<file path="config.mk">
export PLATFORM = sky130hd
export DESIGN_NAME = div_16
export DESIGN_NICKNAME = d
export VERILOG_FILES = /design/src/rtl/div_16_pkg.sv /design/src/rtl/div_c_16.sv /design/src/rtl/div_16.sv
export SDC_FILE = /design/constraint.sdc
export NUM_CORES = 1
export LEC_CHECK = 0
export ABC_AREA = 1
export CORE_ASPECT_RATIO = 1.4
export CORE_MARGIN = 2
export CORE_UTILIZATION = 30
export DETAILED_ROUTE_END_ITERATION = 10
export MAX_ROUTING_LAYER = met4
export PLACE_DENSITY = 0.5
export SYNTH_ARGS = -nofsm -noshare
export SYNTH_HDL_FRONTEND = slang
export SYNTH_SLANG_ARGS = --single-unit
</file>
<file path="constraint.sdc">
create_clock -name clk -period 2.4 [get_ports clk]
set_input_delay 0.48 -clock clk [delete_from_list [all_inputs] [get_ports clk]]
set_output_delay 0.48 -clock clk [all_outputs]
set_load 0.005 [all_outputs]
</file>
<file path="src/rtl/div_16_pkg.sv">
// Shared constants for the ALU's sequential 16-bit datapath units (divider and multiplier).
// Also provides the counter-to-phase decode used by the divider control.
package div_16_pkg;

  localparam int WIDTH = 16;
  localparam int CNT_W = 5;

  localparam logic [CNT_W-1:0] CNT_IDLE  = 5'd0;
  localparam logic [CNT_W-1:0] CNT_FIRST = 5'd1;
  localparam logic [CNT_W-1:0] CNT_DONE  = 5'd17;

  localparam logic [WIDTH-1:0] DIV0_QUOTIENT = 16'hFFFF;

  // The shift-add multiplier walks the same 0 / 1..16 / 17 counter sequence.
  localparam logic [CNT_W-1:0] MUL_CNT_IDLE  = 5'd0;
  localparam logic [CNT_W-1:0] MUL_CNT_FIRST = 5'd1;
  localparam logic [CNT_W-1:0] MUL_CNT_DONE  = 5'd17;

  typedef enum logic [1:0] {
    PH_IDLE = 2'd0,
    PH_ITER = 2'd1,
    PH_DONE = 2'd2,
    PH_BAD  = 2'd3
  } div_phase_e;

  function automatic div_phase_e div_phase(input logic [CNT_W-1:0] cnt);
    div_phase_e ph;
    if (cnt == CNT_IDLE) begin
      ph = PH_IDLE;
    end else if (cnt < CNT_DONE) begin
      ph = PH_ITER;
    end else if (cnt == CNT_DONE) begin
      ph = PH_DONE;
    end else begin
      ph = PH_BAD;
    end
    return ph;
  endfunction

endpackage

</file>
<file path="src/rtl/div_c_16.sv">
// Combinational control for div_16: decodes the iteration counter, start request,
// reset and subtractor borrow into datapath enables.
module div_c_16
  import div_16_pkg::*;
(
  input  logic             reset,
  input  logic [CNT_W-1:0] counter,
  input  logic             divOp,
  input  logic             borrow,
  output logic             wr_rem,
  output logic             sl_shift,
  output logic             ld_operands,
  output logic             wr_counter,
  output logic             rt_counter,
  output logic             rt_rem,
  output logic             ready,
  output logic             q_bit
);

  div_phase_e phase;
  logic       start;

  always_comb begin
    phase = div_phase(counter);
    // A new operation may only begin from IDLE or from a finished result.
    start = reset && divOp && ((phase == PH_IDLE) || (phase == PH_DONE));

    ld_operands = start;
    rt_rem      = !reset || start;
    sl_shift    = reset && (phase == PH_ITER);
    wr_rem      = reset && (phase == PH_ITER);
    wr_counter  = start || (reset && (phase == PH_ITER));
    // Unreachable counter values fall back to IDLE on the next edge.
    rt_counter  = !reset || (phase == PH_BAD);
    ready       = (phase == PH_DONE);
    q_bit       = !borrow;
  end

endmodule

</file>
<file path="src/rtl/div_16.sv">
// Sequential unsigned restoring divider: one shift-subtract step per clock,
// sequenced by a 0..17 counter (0 idle, 1..16 iterate, 17 done).
module div_16 #(
  parameter int WIDTH = 16,
  parameter int CNT_W = 5
) (
  input  logic             clk,
  input  logic             reset,
  input  logic             divOp,
  input  logic [WIDTH-1:0] dividend,
  input  logic [WIDTH-1:0] divisor,
  output logic [WIDTH-1:0] quotient,
  output logic [WIDTH-1:0] remainder,
  output logic             div_by_zero,
  output logic             ready,
  output logic [CNT_W-1:0] counter
);
  import div_16_pkg::*;

  localparam logic [CNT_W-1:0] CNT_STEP = 1;

  logic [WIDTH:0]   r_q, r_d;
  logic [WIDTH-1:0] q_q, q_d;
  logic [WIDTH-1:0] dvs_q, dvs_d;
  logic             dbz_q, dbz_d;
  logic [CNT_W-1:0] counter_q, counter_d;

  logic [WIDTH:0]   r_shift;
  logic [WIDTH+1:0] diff;
  logic [WIDTH:0]   trial;
  logic             borrow;
  logic             divisor_zero;

  logic wr_rem, sl_shift, ld_operands, wr_counter, rt_counter, rt_rem, q_bit;

  div_c_16 u_ctrl (
    .reset       (reset),
    .counter     (counter_q),
    .divOp       (divOp),
    .borrow      (borrow),
    .wr_rem      (wr_rem),
    .sl_shift    (sl_shift),
    .ld_operands (ld_operands),
    .wr_counter  (wr_counter),
    .rt_counter  (rt_counter),
    .rt_rem      (rt_rem),
    .ready       (ready),
    .q_bit       (q_bit)
  );

  // One extra bit on the subtraction makes the borrow explicit regardless of R's range.
  always_comb begin
    r_shift      = {r_q[WIDTH-1:0], q_q[WIDTH-1]};
    diff         = {1'b0, r_shift} - {2'b00, dvs_q};
    trial        = diff[WIDTH:0];
    borrow       = diff[WIDTH+1];
    divisor_zero = (divisor == '0);
  end

  always_comb begin
    r_d       = r_q;
    q_d       = q_q;
    dvs_d     = dvs_q;
    dbz_d     = dbz_q;
    counter_d = counter_q;

    if (rt_rem) begin
      r_d = '0;
    end

    if (ld_operands) begin
      dvs_d = divisor;
      q_d   = dividend;
      dbz_d = divisor_zero;
      // A zero divisor skips the iterations and reports the saturated result directly.
      if (divisor_zero) begin
        q_d = DIV0_QUOTIENT;
        r_d = {1'b0, dividend};
      end
    end

    if (sl_shift && wr_rem) begin
      r_d = borrow ? r_shift : trial;
      q_d = {q_q[WIDTH-2:0], q_bit};
    end

    if (wr_counter) begin
      if (ld_operands) begin
        counter_d = divisor_zero ? CNT_DONE : CNT_FIRST;
      end else begin
        counter_d = counter_q + CNT_STEP;
      end
    end

    if (rt_counter) begin
      counter_d = CNT_IDLE;
    end
  end

  always_ff @(posedge clk) begin
    if (!reset) begin
      r_q       <= '0;
      q_q       <= '0;
      dvs_q     <= '0;
      dbz_q     <= 1'b0;
      counter_q <= CNT_IDLE;
    end else begin
      r_q       <= r_d;
      q_q       <= q_d;
      dvs_q     <= dvs_d;
      dbz_q     <= dbz_d;
      counter_q <= counter_d;
    end
  end

  always_comb begin
    quotient    = q_q;
    remainder   = r_q[WIDTH-1:0];
    div_by_zero = dbz_q;
    counter     = counter_q;
  end

endmodule

</file>
Yosys cells after proc, flatten, opt, wreduce, memory -nomap -nowiden
Index checks and enable logic that the tools add are counted.

Output and inout bits: 39. Flip-flop bits (word level): 55.

Reductions and logical operators: 14. Multiplexer cells: 13. Bitwise gates (word level): 1. Equality and inequality tests: 4. $add $sub $neg: 2. Order comparisons: 1.

Operators by type and width (count): $mux W17 (5); $mux W16 (3); $sub A17 B16 Y18 (1); $logic_not A16 Y1 (1); $mux W5 (2); $add A5 B1 Y5 const B (1); $eq A5 B5 Y1 const B (1); $logic_not A5 Y1 (1); $lt A5 B5 Y1 const B (1); $eq A2 B2 Y1 const B (2); $logic_or A1 B1 Y1 (4); $mux W2 (2); $logic_and A1 B1 Y1 (3); $eq A2 B1 Y1 const B (1); $logic_not A1 Y1 (2); $logic_not A2 Y1 (1); $reduce_bool A2 Y1 (1); $reduce_or A2 Y1 (1); $mux W1 (1); $not A1 Y1 (1).

Depth between registers and ports, before layout
Depth after elaboration: 12. Gate-level depth with buffers: 14.

Modules after synthesis
From an unflattened synthesis, not the netlist that was laid out.

Cell total of the unflattened synthesis: 576. Area, all modules: 3698.5 sq um.

Modules (own cells, without submodules): div_16 (instances 1, cells an instance 550, area an instance 3583.4 sq um); div_c_16 (instances 1, cells an instance 26, area an instance 115.1 sq um).

Least setup slack after synthesis
Ideal clock, no wire load.

Path type: register to register. Start: reg q_q[15] (netlist: quotient[15]). End: reg r_q[8]. Slack: 651 ps. Arrival: 1636 ps. Cell stages (with the launch flop): 12. Setup time: 113 ps. Path buffers: 0. Period minus slack after synthesis: 1749 ps. Path through: dfxtp_1 > inv_1 > ha_1 > fa_1 > inv_1 > nand3_1 > nand3_1 > a21oi_1 > xor2_1 > nand2_2 > nand3_2 > nand2_1.

Cells in the longest elaborated chain, start to end: 3.

Ends and longest elaborated chain: from (decl) (RTL line div_16.sv:23) `logic [WIDTH-1:0] q_q, q_d;`; from (signal assigned) (RTL line div_16.sv:109) `q_q <= q_d;`; $sub A17 B16 Y18 (RTL line div_16.sv:54) `diff = {1'b0, r_shift} - {2'b00, dvs_q};`; $mux W17 (RTL line div_16.sv:83) `r_d = borrow ? r_shift : trial;`; $mux W17 (RTL line div_16.sv:82) `if (sl_shift && wr_rem) begin`; to (signal assigned) (RTL line div_16.sv:108) `r_q <= r_d;`; to (decl) (RTL line div_16.sv:22) `logic [WIDTH:0] r_q, r_d;`.

Every way passes these cells. A chain may end at the register's enable or synchronous reset.

Final worst setup path
Start: reg counter_q[1] (netlist: counter[1]). End: out ready.

Cells in the longest elaborated chain, start to end: 5.

Ends and longest elaborated chain: from (decl) (RTL line div_16.sv:26) `logic [CNT_W-1:0] counter_q, counter_d;`; from (signal assigned) (RTL line div_16.sv:112) `counter_q <= counter_d;`; parallel branches: the longest is 3 deep, another holds $lt A5 B5 Y1; $mux W2 * (RTL line div_16_pkg.sv:28) `if (cnt == CNT_IDLE) begin`; $eq A2 B2 Y1 * (RTL line div_c_16.sv:35) `ready = (phase == PH_DONE);`; to (decl) (RTL line div_16.sv:15) `output logic ready,`.

Every way passes the cells marked *.

==> reports/qor.txt <==
Largest net degree at the start of global routing -> 23
Synthesis-to-layout area growth -> 25.78%
Finish-stage setup viols -> 0
Die Height -> 137.5 um
Fraction of registers with async set/reset -> 0
Flop2flop setup slack -> 340 ps
Hold path startpoint -> div_by_zero
Die area -> 13,660 um2
PwrDens -> 1483 nW/um2
Status -> complete, no violations
Max-slew violations -> 0
Detailed placer's ending HPWL -> 9019 um
Post-layout minimum cycle time -> 2143 ps
Final Cycle Share -> 0.8928
Maxcap violations -> 0
Synth Area per Inst -> 6.749 um2
Wire per inst -> 14.41 um
WP data required -> 1920 ps
Clock buffer count from CTS -> 5
Hold Buf Count CTS -> 0
Worst setup path category -> reg2out
Crit path launch type -> flip-flop
Switching power -> 3.706 mW
Reg2Reg Depth -> 11
Leakage -> 2.236 nW
Vias in the first global route -> 3,770
# IOs -> 74
EDFF count, synth -> 0
Most common flop cell mapped by yosys -> dfxtp_1
Fill cell count -> 1,362
Internal -> 3.421 mW
Std-Cell Rows -> 48
Final clock skew -> 7.111 ps
IO buf count -> 73
Initial antenna violation count -> 0
Via density -> 4.820
Starting Density -> 0.3088
R2R Path End -> r_q[12]
Switching power share of the total -> 0.5200
CTS tree -> yes
Post-CTS sizing -> 0
First-pass GRT wire length -> 18,490 um
YS warnings -> 0
Routed Antenna Nets -> 0
Register bit total from synthesis -> 54
Worst EP arrival -> 1660 ps
Pre-antenna DRT Iters -> 5
Crit end category -> primary output
Min-delay worst type -> reg2reg
Reg-to-Reg Start -> quotient[15]
Worst-Skew Late Latency -> 300 ps
Logic pwr share -> 0.722
Clock network power share -> 0.099
Total track usage -> 0.1743
Syn Inst Count -> 566
Post-route DRC -> 0
Grt total ovfl -> 0
Net Count, Synth -> 621
Routed Wire Length -> 11,340 um
Root buffer cell -> clkbuf_16
Vias -> 3,793
Worst-path clk slew -> 70 ps
Nets -> 692
Hold Path Sink -> div_by_zero
Max Fclk -> 466.7 MHz
Core box area -> 12,370 um2
Fraction of layout cells with a size suffix above 1 -> 0.1020
Sequential fraction of the synthesis area -> 0.2830
Max VDD drop -> 0.0005752 V
TNS Setup -> 0 ps
Fin Hold WS -> 468.9 ps
DRT iter0 DRCs -> 222
Sinks on Clock Net -> 54
Hold Crit Depth -> 2
Synthesized area -> 3820 um2
CTS H-Tree Depth -> 2
Clk buf depth -> 2
Synth cell types -> 38
Final Wtd Congestion -> 0.8486
Number of buffers added for setup after CTS -> 0
ANT cells -> 0
Rel. slew slack -> 0.7090
DIE WIDTH -> 99.37 um
CP Max Fanout -> 5
Sequential share of power -> 0.178
Final hold vios -> 0
RSZ-0062 raised after global routing -> no
Measured slew at the worst slew-check pin -> 435.8 ps
-- cell usage after synthesis (2+ instances only) --
cell	count	area, um2
o211ai_1	8	60.06
buf_4	5	37.54
o22ai_1	23	143.9
nand4_1	21	131.4
nand3_4	2	35.03
nor2_1	21	78.83
nand3_1	30	150.1
o21ai_1	15	75.07
nand3b_1	8	60.06
nand3_2	9	90.09
o21ai_0	13	65.06
inv_1	92	345.3
nand2_4	2	22.52
xnor2_1	4	35.03
nor2_4	5	56.30
clkbuf_8	3	41.29
inv_2	8	30.03
a21oi_1	28	140.1
xor2_1	4	35.03
ha_1	19	237.7
nand2_2	14	87.58
buf_2	7	35.03
a21oi_2	2	17.52
nand2_1	153	574.3
clkbuf_1	4	15.01
dfxtp_1	54	1081
-- layout make-up --
type                       instances  area [um2]  share of cell area
timing repair buffer              85       820.8              0.1708
inverter                         101       379.1             0.07891
sequential                        54        1081              0.2250
clock buffer                       7       132.6             0.02760
tap                              150       187.7             0.03906
multi-input combinational        390        2203              0.4586
-- metrics by stage --
step / std cells / area (um2) / total power [mW] / setup slack [ps] / util
after floorplan: 566 / 3820 / 5.355 / 651.5 / -
after global placement: 780 / 4672 / 6.433 / 113.0 / 0.3776
final: 787 / 4805 / 7.126 / 257.2 / 0.3884
after global routing: 787 / 4805 / 7.836 / 146.6 / 0.3884
after detailed placement: 780 / 4672 / 6.415 / 83.13 / 0.3776
after CTS: 787 / 4805 / 7.178 / 233.4 / 0.3884
-- critical path: stages (launching register included) --
cell and delay [ps]:
dfxtp_1 350, inv_1 130, ha_1 180, nand4_2 130, inv_1 80, clkdlybuf4s50_1 490
-- power groups by stage --
stage	logic, mW	clock network, mW	registers (mW)
floorplan	4.11	0	1.24
global placement	5.14	0	1.30
detailed placement	5.12	0	1.29
CTS	5.17	0.737	1.27
global route	5.77	0.763	1.30
finish	5.15	0.709	1.27
-- how the worst max path moves through the flow --
stage | start | endpoint | slack, ps
floorplan | quotient[15] | r_q[8] | 650
global placement | divisor[15] | r_q[3] | 110
detailed placement | divisor[15] | r_q[3] | 80
CTS | counter[1] | ready | 230
global route | counter[1] | ready | 150
finish | counter[1] | ready | 260
-- per-layer routing --
metal  GRT usage  part of all wire
met1      0.2070              0.45
met2      0.3086              0.50
met3     0.01826             0.028
met4     0.05632             0.018
met5           -                 0
-- flip-flops by register name, indices dropped and copies added, names as in the netlist --
register and flops:
counter 5, dvs_q 16, r_q 16, div_by_zero 1, quotient 16
-- layout by cell type (no fill, tap or decap), types with 8 or more instances in the layout --
| master | n |
|---|---|
| o21ai_1 | 15 |
| nand3b_1 | 8 |
| inv_1 | 92 |
| o211ai_1 | 8 |
| nand2_2 | 14 |
| nand2_1 | 153 |
| ha_1 | 19 |
| inv_2 | 8 |
| dfxtp_1 | 54 |
| nor2_1 | 21 |
| nand3_2 | 9 |
| o21ai_0 | 13 |
| nand3_1 | 30 |
| o22ai_1 | 23 |
| a21oi_1 | 28 |
| buf_4 | 12 |
| nand4_1 | 21 |
| clkdlybuf4s50_1 | 73 |
-- cell families after synthesis --
kind of cell,Yosys count,synth area share
buf+inv,122,0.1402
flops,54,0.2830
xor+xnor,8,0.01834
compound gates,90,0.1336
simple gates,272,0.3574
fa+ha+maj,20,0.06748
No activity file was read; power rests on OpenSTA's default activity.
